## src/rtl/bus_arbiter_rr_pkg.sv

```systemverilog
// Shared types and constants for the RQ/GRANT bus arbiter.
package bus_arbiter_rr_pkg;

    typedef enum logic [1:0] {
        IDLE       = 2'd0,
        OWNED      = 2'd1,
        TURNAROUND = 2'd2
    } arbState_t;

    localparam logic PRIO_RR    = 1'b0;
    localparam logic PRIO_FIXED = 1'b1;

endpackage

```

## src/rtl/bus_arbiter_rr_if.sv

```systemverilog
// RQ/GRANT handshake bundle between the cores' arbitration submodules and the arbiter.
interface bus_arbiter_rr_if #(
    parameter int N_MASTERS = 4
);
    localparam int ID_W = $clog2(N_MASTERS);

    logic [N_MASTERS-1:0] rq;
    logic                 prio_mode;
    logic [N_MASTERS-1:0] grant;
    logic [ID_W-1:0]      grant_id;
    logic                 bus_busy;
    logic                 timeout_pulse;
    logic [ID_W-1:0]      timeout_id;

    modport master (
        output rq, prio_mode,
        input  grant, grant_id, bus_busy, timeout_pulse, timeout_id
    );

    modport slave (
        input  rq, prio_mode,
        output grant, grant_id, bus_busy, timeout_pulse, timeout_id
    );

endinterface

```

## src/rtl/bus_arbiter_rr_picker.sv

```systemverilog
// Combinational winner selection: lowest set request at or after ptr (wrapping),
// or plain lowest index in fixed-priority mode.
module rr_priority_picker
    import bus_arbiter_rr_pkg::*;
#(
    parameter int N = 4
) (
    input  logic [N-1:0]         req,
    input  logic [$clog2(N)-1:0] ptr,
    input  logic                 mode,
    output logic                 valid,
    output logic [$clog2(N)-1:0] idx
);
    localparam int IW = $clog2(N);
    localparam int FW = $clog2(2 * N);

    logic [IW-1:0]  basePtr;
    logic [N-1:0]   maskedReq;
    logic [2*N-1:0] dblReq;
    logic [FW-1:0]  hit;

    assign basePtr = (mode == PRIO_FIXED) ? '0 : ptr;

    generate
        for (genvar gi = 0; gi < N; gi++) begin : g_mask
            assign maskedReq[gi] = req[gi] & (IW'(gi) >= basePtr);
        end
    endgenerate

    // Lower half holds only requests at/after the pointer; the upper half is the
    // unmasked copy, so a miss below naturally wraps around to index 0 and up.
    assign dblReq = {req, maskedReq};

    always_comb begin
        hit = '0;
        for (int i = 2 * N - 1; i >= 0; i--) begin
            if (dblReq[i]) begin
                hit = FW'(i);
            end
        end
    end

    assign valid = |req;
    assign idx   = (hit >= FW'(N)) ? IW'(hit - FW'(N)) : IW'(hit);

endmodule

```

## src/rtl/bus_arbiter_rr.sv

```systemverilog
// N-master RQ/GRANT bus arbiter: round-robin or fixed priority, turnaround gap,
// and an optional tenure watchdog that revokes and locks out a stuck owner.
module bus_arbiter_rr
    import bus_arbiter_rr_pkg::*;
#(
    parameter int N_MASTERS  = 4,
    parameter int GAP_CYCLES = 1,
    parameter int MAX_TENURE = 0
) (
    input logic               clk,
    input logic               reset,
    bus_arbiter_rr_if.slave   bus
);
    localparam int ID_W = $clog2(N_MASTERS);
    localparam int TW   = (MAX_TENURE > 0) ? $clog2(MAX_TENURE + 1) : 1;
    localparam int GW   = $clog2(GAP_CYCLES + 1);

    arbState_t            stateReg, stateNext;
    logic [ID_W-1:0]      rrPtrReg, rrPtrNext;
    logic [TW-1:0]        tenureReg, tenureNext;
    logic [GW-1:0]        gapReg, gapNext;
    logic [N_MASTERS-1:0] lockoutReg, lockoutNext;
    logic [N_MASTERS-1:0] grantReg, grantNext;
    logic [ID_W-1:0]      grantIdReg, grantIdNext;
    logic                 timeoutPulseReg, timeoutPulseNext;
    logic [ID_W-1:0]      timeoutIdReg, timeoutIdNext;

    logic [N_MASTERS-1:0] eligible;
    logic                 pickValid;
    logic [ID_W-1:0]      pickIdx;
    logic [ID_W-1:0]      ownerPlusOne;
    logic                 ownerReq;
    logic                 tenureLimit;

    assign eligible = bus.rq & ~lockoutReg;

    rr_priority_picker #(.N(N_MASTERS)) picker (
        .req   (eligible),
        .ptr   (rrPtrReg),
        .mode  (bus.prio_mode),
        .valid (pickValid),
        .idx   (pickIdx)
    );

    assign ownerPlusOne = (grantIdReg == ID_W'(N_MASTERS - 1)) ? '0 : grantIdReg + 1'b1;
    assign ownerReq     = bus.rq[grantIdReg];
    assign tenureLimit  = (MAX_TENURE != 0) && (tenureReg == TW'(MAX_TENURE));

    always_comb begin
        stateNext        = stateReg;
        rrPtrNext        = rrPtrReg;
        tenureNext       = tenureReg;
        gapNext          = gapReg;
        grantNext        = grantReg;
        grantIdNext      = grantIdReg;
        timeoutPulseNext = 1'b0;
        timeoutIdNext    = timeoutIdReg;
        // A locked-out master is readmitted once it has dropped its request.
        lockoutNext      = lockoutReg & bus.rq;

        unique case (stateReg)
            IDLE: begin
                if (pickValid) begin
                    grantNext   = {{(N_MASTERS-1){1'b0}}, 1'b1} << pickIdx;
                    grantIdNext = pickIdx;
                    tenureNext  = TW'(1);
                    stateNext   = OWNED;
                end
            end
            OWNED: begin
                if (!ownerReq || tenureLimit) begin
                    grantNext = '0;
                    rrPtrNext = ownerPlusOne;
                    gapNext   = GW'(GAP_CYCLES);
                    stateNext = TURNAROUND;
                    // A voluntary drop on the limit cycle wins: no revoke is reported.
                    if (ownerReq) begin
                        timeoutPulseNext        = 1'b1;
                        timeoutIdNext           = grantIdReg;
                        lockoutNext[grantIdReg] = 1'b1;
                    end
                end else if (tenureReg != {TW{1'b1}}) begin
                    tenureNext = tenureReg + 1'b1;
                end
            end
            TURNAROUND: begin
                grantNext = '0;
                gapNext   = gapReg - 1'b1;
                if (gapReg <= GW'(1)) begin
                    stateNext = IDLE;
                end
            end
            default: begin
                grantNext = '0;
                stateNext = IDLE;
            end
        endcase
    end

    always_ff @(posedge clk or negedge reset) begin
        if (!reset) begin
            stateReg        <= IDLE;
            rrPtrReg        <= '0;
            tenureReg       <= '0;
            gapReg          <= '0;
            lockoutReg      <= '0;
            grantReg        <= '0;
            grantIdReg      <= '0;
            timeoutPulseReg <= 1'b0;
            timeoutIdReg    <= '0;
        end else begin
            stateReg        <= stateNext;
            rrPtrReg        <= rrPtrNext;
            tenureReg       <= tenureNext;
            gapReg          <= gapNext;
            lockoutReg      <= lockoutNext;
            grantReg        <= grantNext;
            grantIdReg      <= grantIdNext;
            timeoutPulseReg <= timeoutPulseNext;
            timeoutIdReg    <= timeoutIdNext;
        end
    end

    assign bus.grant         = grantReg;
    assign bus.grant_id      = grantIdReg;
    assign bus.bus_busy      = |grantReg;
    assign bus.timeout_pulse = timeoutPulseReg;
    assign bus.timeout_id    = timeoutIdReg;

endmodule

```

## src/flat_wrapper.sv

```systemverilog
// flat-port wrapper written by rule: the top's interface ports become plain ports
module bus_arbiter_rr_flat import bus_arbiter_rr_pkg::*;
#(
    parameter int N_MASTERS  = 4,
    parameter int GAP_CYCLES = 1,
    parameter int MAX_TENURE = 0
)
  (clk, reset, bus_rq, bus_prio_mode, bus_grant, bus_grant_id, bus_bus_busy, bus_timeout_pulse, bus_timeout_id);
  bus_arbiter_rr_if #(.N_MASTERS(N_MASTERS)) bus_i ();
  input logic clk;
  input logic reset;
  input wire logic [$bits(bus_i.rq)-1:0] bus_rq;
  input wire logic [$bits(bus_i.prio_mode)-1:0] bus_prio_mode;
  output wire logic [$bits(bus_i.grant)-1:0] bus_grant;
  output wire logic [$bits(bus_i.grant_id)-1:0] bus_grant_id;
  output wire logic [$bits(bus_i.bus_busy)-1:0] bus_bus_busy;
  output wire logic [$bits(bus_i.timeout_pulse)-1:0] bus_timeout_pulse;
  output wire logic [$bits(bus_i.timeout_id)-1:0] bus_timeout_id;
  assign bus_i.rq = bus_rq;
  assign bus_i.prio_mode = bus_prio_mode;
  assign bus_grant = bus_i.grant;
  assign bus_grant_id = bus_i.grant_id;
  assign bus_bus_busy = bus_i.bus_busy;
  assign bus_timeout_pulse = bus_i.timeout_pulse;
  assign bus_timeout_id = bus_i.timeout_id;
  bus_arbiter_rr #(.N_MASTERS(N_MASTERS), .GAP_CYCLES(GAP_CYCLES), .MAX_TENURE(MAX_TENURE)) u_core (.clk(clk), .reset(reset), .bus(bus_i));
endmodule
```

## config.mk

```make
export PLATFORM = sky130hd
export DESIGN_NAME = bus_arbiter_rr_flat
export DESIGN_NICKNAME = d
export VERILOG_FILES = /design/src/rtl/bus_arbiter_rr_pkg.sv /design/src/rtl/bus_arbiter_rr_if.sv /design/src/rtl/bus_arbiter_rr_picker.sv /design/src/rtl/bus_arbiter_rr.sv /design/src/flat_wrapper.sv
export SDC_FILE = /design/constraint.sdc
export NUM_CORES = 1
export LEC_CHECK = 0
export ABC_AREA = 1
export ABC_CLOCK_PERIOD_IN_PS = 2000
export BUFFER_PORTS_ARGS = -buffer_cell sky130_fd_sc_hd__buf_2
export CAP_MARGIN = 30
export CORE_AREA = 2 2 43 45
export CTS_CLUSTER_SIZE = 16
export DETAILED_ROUTE_END_ITERATION = 10
export DIE_AREA = 0 0 45 47
export GPL_ROUTABILITY_DRIVEN = 0
export PLACE_DENSITY = 0.84
export SYNTH_ARGS = -nofsm -noshare
export SYNTH_HDL_FRONTEND = slang
export SYNTH_SLANG_ARGS = --single-unit
```

## constraint.sdc

```tcl
create_clock -name clk -period 2 [get_ports clk]
set_clock_uncertainty 0.2 [all_clocks]
set_input_delay 0.4 -clock clk [delete_from_list [all_inputs] [get_ports clk]]
set_output_delay 0.4 -clock clk [all_outputs]
set_load 0.02 [all_outputs]
```

==> flow_summary.yaml, run 1 <==
sta:
  period_needed_ns: 1.96
  timing.setup.tns_ns: 0
  hold_viol_final: 0
  setup_viol: 0
  timing.fmax_mhz: 511
  drv_slew: 0
  rsz0062_at_grt: "no"
  fin_crit_sh_pct: 97.8
drt:
  wl_met3_um: 40
  vias: 678
  ant_nets: 0
  routedWlPerCell_um: 10.1
  dr.pass1.iters: 4
  viasPerCell: 4.81
  drc: 0
  wl_met2_um: 718
  drt-initial-drc-count: 17
  wl_met1_um: 640
  postRouteWirelength_um: 1430
  highest_layer: "met4"
job:
  max_cap_viol_count: 0
global_routing:
  grtUsageTotal_pct: 15.1
  grt_max_degree: 15
  grt_pass1_wl_um: 2280
  grt_pass1_vias: 588
  antenna_found_initial: 0
  grt_overflow_total: 0
clock_network:
  ctsRootBufferMaster: "clkbuf_4"
  cts_buffers: 3
  cts_resized: 0
  cts.path.max_buffers: 2
  htreeDepth: 1
  clk_latency_ns: 0.27
  path_clk_slew_ns: 0.07
  cts_sinks: 14
  cts_tree: "done"
logic_synthesis:
  syn_area_um2: 811
  ys_ff_latch: 14
  ys_warn_count: 0
  synthCells: 108
  yosysUniqueCellTypes: 20
  synth_area_per_cell_um2: 7.51
  yosysSeqAreaShare_pct: 43.2
setup_path:
  cpPeakStageDelay_ns: 0.52
  worstSetupEndpointType: "primary output"
  required_ns: 1.40
  worst_path_max_delay_cell: "or4_1"
  crit_chain: "or4_1 -> buf_2"
  setup.worst_path.start_class: "flip-flop"
  crit_arrival_ns: 1.36
  path_class: "reg -> out"
  crit_fanout: 3
power:
  vdd_drop_max_mv: 0.642
  powerDensity_mw_per_mm2: 1250
  p_leak_nw: 0.570
die:
  dieArea_mm2: 0.00212
  fp.coreArea_mm2: 0.00165
  die_w_um: 45
  fp.dieH_um: 47
  io-pin-count: 17
  rows: 15
  initial_utilization_pct: 49.1
placement:
  dpl.hpwl_um: 1180
  port_buffers: 13
finish:
  fin_util_pct: 55.4
  drive_above_1_share_pct: 29.8
  syn_to_final_growth_pct: 12.8
  nNetsFinal: 134
  n_antenna_cell: 0
hold_path:
  holdCritPathClass: "in -> reg"
run_status:
  status: "complete, no violations"
power by group:
group,switching [mW],internal (mW)
sequential,0.0810,0.368
clock,0.0768,0.0695
combinational,0.346,0.198
total,0.503,0.636
stage by stage:
stage	power [mW]	worst slack (ns)	cell area [um2]	hold WS [ns]	instances
after floorplan	0.850	0.304	818	-0.0956	110
after global placement	0.971	0.375	882	0.100	137
after detailed placement	0.996	0.352	882	0.105	137
final	1.14	0.0444	915	0.160	141
after global routing	1.23	0.0304	915	0.159	141
after CTS	1.15	0.0562	915	0.150	141
worst max-delay path, delay by kind of cell, from the launching register on:
| kind | cells | cell delay (ns) |
|---|---|---|
| AND/OR/NAND/NOR | 1 | 0.52 |
| flip-flops | 1 | 0.40 |
| buffers and inverters | 1 | 0.17 |
placed cells by master, fill, tap and decap left out, types with 4 or more instances in the layout:
| master | count |
|---|---|
| inv_2 | 4 |
| nand2_2 | 5 |
| nand2_1 | 37 |
| inv_1 | 15 |
| nor2_2 | 4 |
| buf_2 | 13 |
| dfrtp_1 | 14 |
| nand3_1 | 9 |
metal layers:
layer,global-route usage [%],up-vias
met2,27.1,13
met1,17.7,309
met5,0,-
li1,-,352
met4,7.06,0
met3,2.31,4
final cells by class:
cell class	count	area, um2
Sequential cell	14	350
Inverter	20	77.6
Fill cell	155	737
Tap cell	17	21.3
Multi-Input combinational cell	73	368
Timing Repair Buffer	14	75.1
Clock buffer	3	22.5
sequential cells by signal, summed over array words and instances (netlist names):
register             cells
u_core.lockoutReg        4
u_core.bus.grant         4
u_core.rrPtrReg          2
u_core.bus.grant_id      2
u_core.stateReg          2
kinds of logic after synthesis:
kind of cell / share of synthesized area (%)
adders and majority gates: 1.54
AOI/OAI and AO/OA: 4.78
buffers and inverters: 12.3
other: 0.463
and+or+nand+nor: 37.7
DFF: 43.2
synthesized netlist by cell type, drive strengths merged:
cell type / instances / area (um2)
buf: 3 / 22.5
conb: 1 / 3.75
dfrtp: 14 / 350
ha: 1 / 12.5
inv: 20 / 77.6
nand2: 44 / 193
nand3: 10 / 55.1
nand3b: 1 / 7.51
nor2: 7 / 36.3
o21a: 1 / 7.51
o21ai: 4 / 31.3
or2: 1 / 6.26
or4: 1 / 7.51
final timing paths:
path | depth (start not counted) | to | slack (ns) | from
min in group asynchronous | 2 | u_core.lockoutReg[0] | 0.33 | reset
max reg2reg | 3 | u_core.rrPtrReg[0] | 0.58 | u_core.bus.grant_id[0]
max | 2 | bus_bus_busy | 0.04 | u_core.bus.grant[1]
max in group asynchronous | 2 | u_core.bus.grant[1] | 1.04 | reset
min reg2reg | 2 | u_core.lockoutReg[3] | 0.28 | u_core.lockoutReg[3]
min | 3 | u_core.lockoutReg[3] | 0.16 | bus_rq[3]
what timing repair did:
action	4_1_cts	5_1_grt
buffers inserted	0	0
endpoints found under the hold margin	14	0
hold buffers	1	0
Power figures use the tool's default switching activity.
==> inputs of run 2 (changes only) <==
ABC_CLOCK_PERIOD_IN_PS = 2360   (was 2000)
CAP_MARGIN = 20   (was 30)
clock period = 2.36 ns   (was 2 ns; I/O delays follow)
==> flow_summary.yaml, run 2 (synthesis results as in run 1) <==
run_status:
  status: "complete, no violations"
setup_path:
  crit_fanout: 3
  required_ns: 1.69
  cpLargestDelayFamily: "simple AND/OR/NAND/NOR gates"
  r2r-start: "u_core.bus.grant_id[0]"
  worstSetupEndpointType: "primary output"
  crit_chain: "or4_1 -> buf_2"
  crit_arrival_ns: 1.35
  crit_start: "u_core.bus.grant[1]"
  setup.worst_path.start_class: "flip-flop"
  worst_path_max_delay_cell: "or4_1"
  path_class: "reg -> out"
  crit_buf_inv: 1
  cpPeakStageDelay_ns: 0.51
placement:
  dpl.hpwl_um: 1170
  port_buffers: 13
  dpl_cell_area_um2: 882
finish:
  nNetsFinal: 134
  stdcell_area_um2: 928
  final_common_cell: "nand2_1"
  layout_common_cells: "37 x nand2_1, 15 x inv_1, 14 x dfrtp_1, 13 x buf_2, 9 x nand3_1"
  fill_cells: 155
  fin_util_pct: 56.2
  n_antenna_cell: 0
  drive_above_1_share_pct: 30.4
  syn_to_final_growth_pct: 14.5
  final-seq-area_um2: 350
  multiInputGateArea_um2: 368
sta:
  setup_viol: 0
  timing.fmax_mhz: 495
  whs_ns: 0.224
  hold_viol_final: 0
  timing.setup.tns_ns: 0
  drv_slew: 0
  period_needed_ns: 2.02
  fin_crit_sh_pct: 85.7
  rsz0062_at_grt: "no"
power:
  vdd_drop_max_mv: 0.575
  p_leak_nw: 0.577
  pwr-share-clk_pct: 16.6
  combPwrFrac_pct: 46.0
  switching_power_uw: 439
  power_frac_seq_pct: 37.4
  switching_share_pct: 43.3
  powerDensity_mw_per_mm2: 1090
  design_power_total_mw: 1.01
  p_int_uw: 574
die:
  fp.dieH_um: 47
  dieArea_mm2: 0.00212
  die_w_um: 45
  fp.coreArea_mm2: 0.00165
  rows: 15
  initial_utilization_pct: 49.1
  io-pin-count: 17
drt:
  ant_nets: 0
  vias: 695
  dr.pass1.iters: 4
  viasPerCell: 4.89
  drc: 0
  postRouteWirelength_um: 1460
  drt-initial-drc-count: 23
  routedWlPerCell_um: 10.3
clock_network:
  cts_sinks: 14
  htreeDepth: 1
  cts.path.max_buffers: 2
  ctsRootBufferMaster: "clkbuf_4"
  cts_tree: "done"
  path_clk_slew_ns: 0.08
  cts_resized: 0
  cts_buffers: 3
  clk_latency_ns: 0.28
global_routing:
  grtUsageTotal_pct: 16.4
  grt_pass1_vias: 607
  grt_max_degree: 15
  antenna_found_initial: 0
  grt_pass1_wl_um: 2420
  grt_overflow_total: 0
hold_path:
  hp-start: "bus_rq[3]"
  holdCritPathClass: "in -> reg"
job:
  max_cap_viol_count: 0
run 2: worst paths after layout:
kind | end | slack [ns] | cells after the start
worst max-delay path | bus_bus_busy | 0.34 | 2
worst min-delay path | u_core.lockoutReg[3] | 0.22 | 3
worst max register to register | u_core.rrPtrReg[0] | 0.95 | 3
worst min register to register | u_core.lockoutReg[3] | 0.28 | 2
max in group asynchronous | u_core.bus.grant[0] | 1.32 | 2
min in group asynchronous | u_core.lockoutReg[0] | 0.40 | 2
run 2: area by class of cell:
cell class / count / share of cell area (%)
Sequential cell: 14 / 37.7
Clock buffer: 4 / 3.91
Inverter: 20 / 8.36
Tap cell: 17 / 2.29
Timing Repair Buffer: 14 / 8.09
Multi-Input combinational cell: 73 / 39.6
run 2: worst reg2reg max path: cells and delay by family, from the launching register on:
family,cells,cell delay (ns)
simple gates,1,0.29
fa+ha+maj,1,0.23
flops,1,0.46
compound gates,1,0.16
run 2: routing by layer:
| metal | vias up | global-route usage (%) | share of wire, % |
|---|---|---|---|
| met4 | 0 | 8.82 | 0.96 |
| li1 | 359 | - | - |
| met5 | - | 0 | 0 |
| met2 | 12 | 28.3 | 52 |
| met3 | 2 | 3.46 | 2.5 |
| met1 | 322 | 19.2 | 44 |
run 2: repair_timing:
item                       CTS  global route
setup endpoints to repair    0             0
hold buffers                 1             0
hold endpoints to repair    14             0
buffers inserted             0             0
run 2: through the flow:
stage | cells | worst slack (ns)
4_1_cts | 142 | 0.329
3_3_place_gp | 137 | 0.663
3_5_place_dp | 137 | 0.631
5_1_grt | 142 | 0.297
2_1_floorplan | 110 | 0.592
6_report | 142 | 0.338
run 2: power by group through the flow:
| stage | Clock, mW | Combinational [mW] | Sequential, mW |
|---|---|---|---|
| 2_1_floorplan | 0 | 0.306 | 0.415 |
| 3_3_place_gp | 0 | 0.448 | 0.375 |
| 3_5_place_dp | 0 | 0.465 | 0.382 |
| 4_1_cts | 0.173 | 0.471 | 0.376 |
| 5_1_grt | 0.187 | 0.522 | 0.388 |
| 6_report | 0.169 | 0.466 | 0.378 |
==> inputs of run 3 (changes only) <==
CORE_AREA = 2 2 49 51   (was 2 2 43 45)
DIE_AREA = 0 0 51 53   (was 0 0 45 47)
PLACE_DENSITY = 0.69   (was 0.84)
==> flow_summary.yaml, run 3 (synthesis results as in run 1) <==
hold_path:
  whs_endpoint: "u_core.lockoutReg[1]"
  holdCritPathClass: "in -> reg"
  whs_path_depth: 3
  hp-start: "bus_rq[1]"
sta:
  fin_ws_ns: 0.337
  period_needed_ns: 2.02
  timing.setup.tns_ns: 0
  setup_viol: 0
  rsz0062_at_grt: "no"
  hold_viol_final: 0
  fin_crit_sh_pct: 85.7
  timing.fmax_mhz: 494
  drv_slew: 0
setup_path:
  crit_fanout: 3
  setup.worst_path.start_class: "flip-flop"
  required_ns: 1.69
  crit_buf_inv: 1
  crit_chain: "or4_1 -> buf_2"
  cpPeakStageDelay_ns: 0.52
  r2r-start: "u_core.bus.grant_id[0]"
  cpLargestDelayFamily: "simple AND/OR/NAND/NOR gates"
  crit_arrival_ns: 1.35
  worst_path_max_delay_cell: "or4_1"
  path_class: "reg -> out"
  r2r-end: "u_core.rrPtrReg[0]"
  worstSetupEndpointType: "primary output"
  reg2regPathDepth: 3
  r2r_setup_slack_ns: 0.98
drt:
  vias: 671
  ant_nets: 0
  viasPerCell: 4.39
  postRouteWirelength_um: 1440
  drt-initial-drc-count: 4
  drc: 0
  dr.pass1.iters: 4
  routedWlPerCell_um: 9.40
placement:
  dpl_cell_area_um2: 896
  port_buffers: 13
  pre_cts_ws_ns: 0.630
  dpl.hpwl_um: 1180
run_status:
  status: "complete, no violations"
clock_network:
  cts_sinks: 14
  path_clk_slew_ns: 0.08
  clk_latency_ns: 0.27
  ctsHoldBuffers: 1
  htreeDepth: 1
  ctsRootBufferMaster: "clkbuf_4"
  cts.path.max_buffers: 2
  cts_resized: 0
  cts_setup_buffers: 0
  cts_tree: "done"
  cts_buffers: 3
power:
  design_power_total_uw: 997
  vdd_drop_max_mv: 0.631
  p_leak_nw: 0.577
  powerDensity_mw_per_mm2: 1060
die:
  rows: 17
  fp.dieH_um: 53
  io-pin-count: 17
  fp.coreArea_mm2: 0.00215
  die_w_um: 51
  dieArea_mm2: 0.00270
  initial_utilization_pct: 37.7
global_routing:
  grt_max_degree: 15
  antenna_found_initial: 0
  grt_pass1_wl_um: 2590
  grtUsageTotal_pct: 13.4
  grt_overflow_total: 0
  grt_pass1_vias: 640
finish:
  n_antenna_cell: 0
  final_common_cell: "nand2_1"
  fill_cells: 224
  fin_util_pct: 43.9
  final-seq-area_um2: 350
  multiInputGateArea_um2: 368
  layout_common_cells: "37 x nand2_1, 15 x inv_1, 14 x dfrtp_1, 13 x buf_2, 9 x nand3_1"
  nNetsFinal: 134
  syn_to_final_growth_pct: 16.2
  drive_above_1_share_pct: 30.4
  stdcell_area_um2: 942
job:
  max_cap_viol_count: 0
run 3: how the worst max path moves through the flow:
stage,from,end,slack [ns],cells past startpoint
final,u_core.bus.grant[1],bus_bus_busy,0.34,2
after global routing,u_core.bus.grant[1],bus_bus_busy,0.25,2
after CTS,u_core.bus.grant[1],bus_bus_busy,0.32,2
after detailed placement,u_core.bus.grant[1],bus_bus_busy,0.63,2
after global placement,u_core.bus.grant[1],bus_bus_busy,0.66,2
after floorplan,u_core.bus.grant[1],bus_bus_busy,0.59,1
run 3: through the flow:
| stage | instances | hold WS (ns) |
|---|---|---|
| after global placement | 148 | 0.183 |
| after detailed placement | 148 | 0.188 |
| after CTS | 153 | 0.212 |
| after global routing | 153 | 0.223 |
| after floorplan | 110 | -0.0236 |
| final | 153 | 0.228 |
run 3: area by class of cell:
cell class                 count  share of cell area (%)
multi-input combinational     73                    39.0
sequential                    14                    37.2
inverter                      20                    8.23
timing repair buffer          14                    7.97
clock buffer                   4                    3.85
tap                           28                    3.72
run 3: per-layer routing:
layer / share of wire [%] / global-route usage [%] / routed length (um) / vias up
li1: - / - / - / 354
met1: 43 / 13.3 / 615 / 303
met2: 53 / 25.8 / 757 / 12
met3: 3.5 / 2.54 / 50 / 2
met4: 0.97 / 8.11 / 14 / 0
met5: 0 / 0 / 0 / -
run 3: where the power goes:
part	switching (mW)	internal (mW)
sequential	0.0633	0.312
clock	0.0719	0.0937
combinational	0.289	0.167
run 3: tightest hold or removal path, cell delays in order:
cell and delay, ns:
buf_2 0.11, nand2_1 0.05, inv_1 0.04
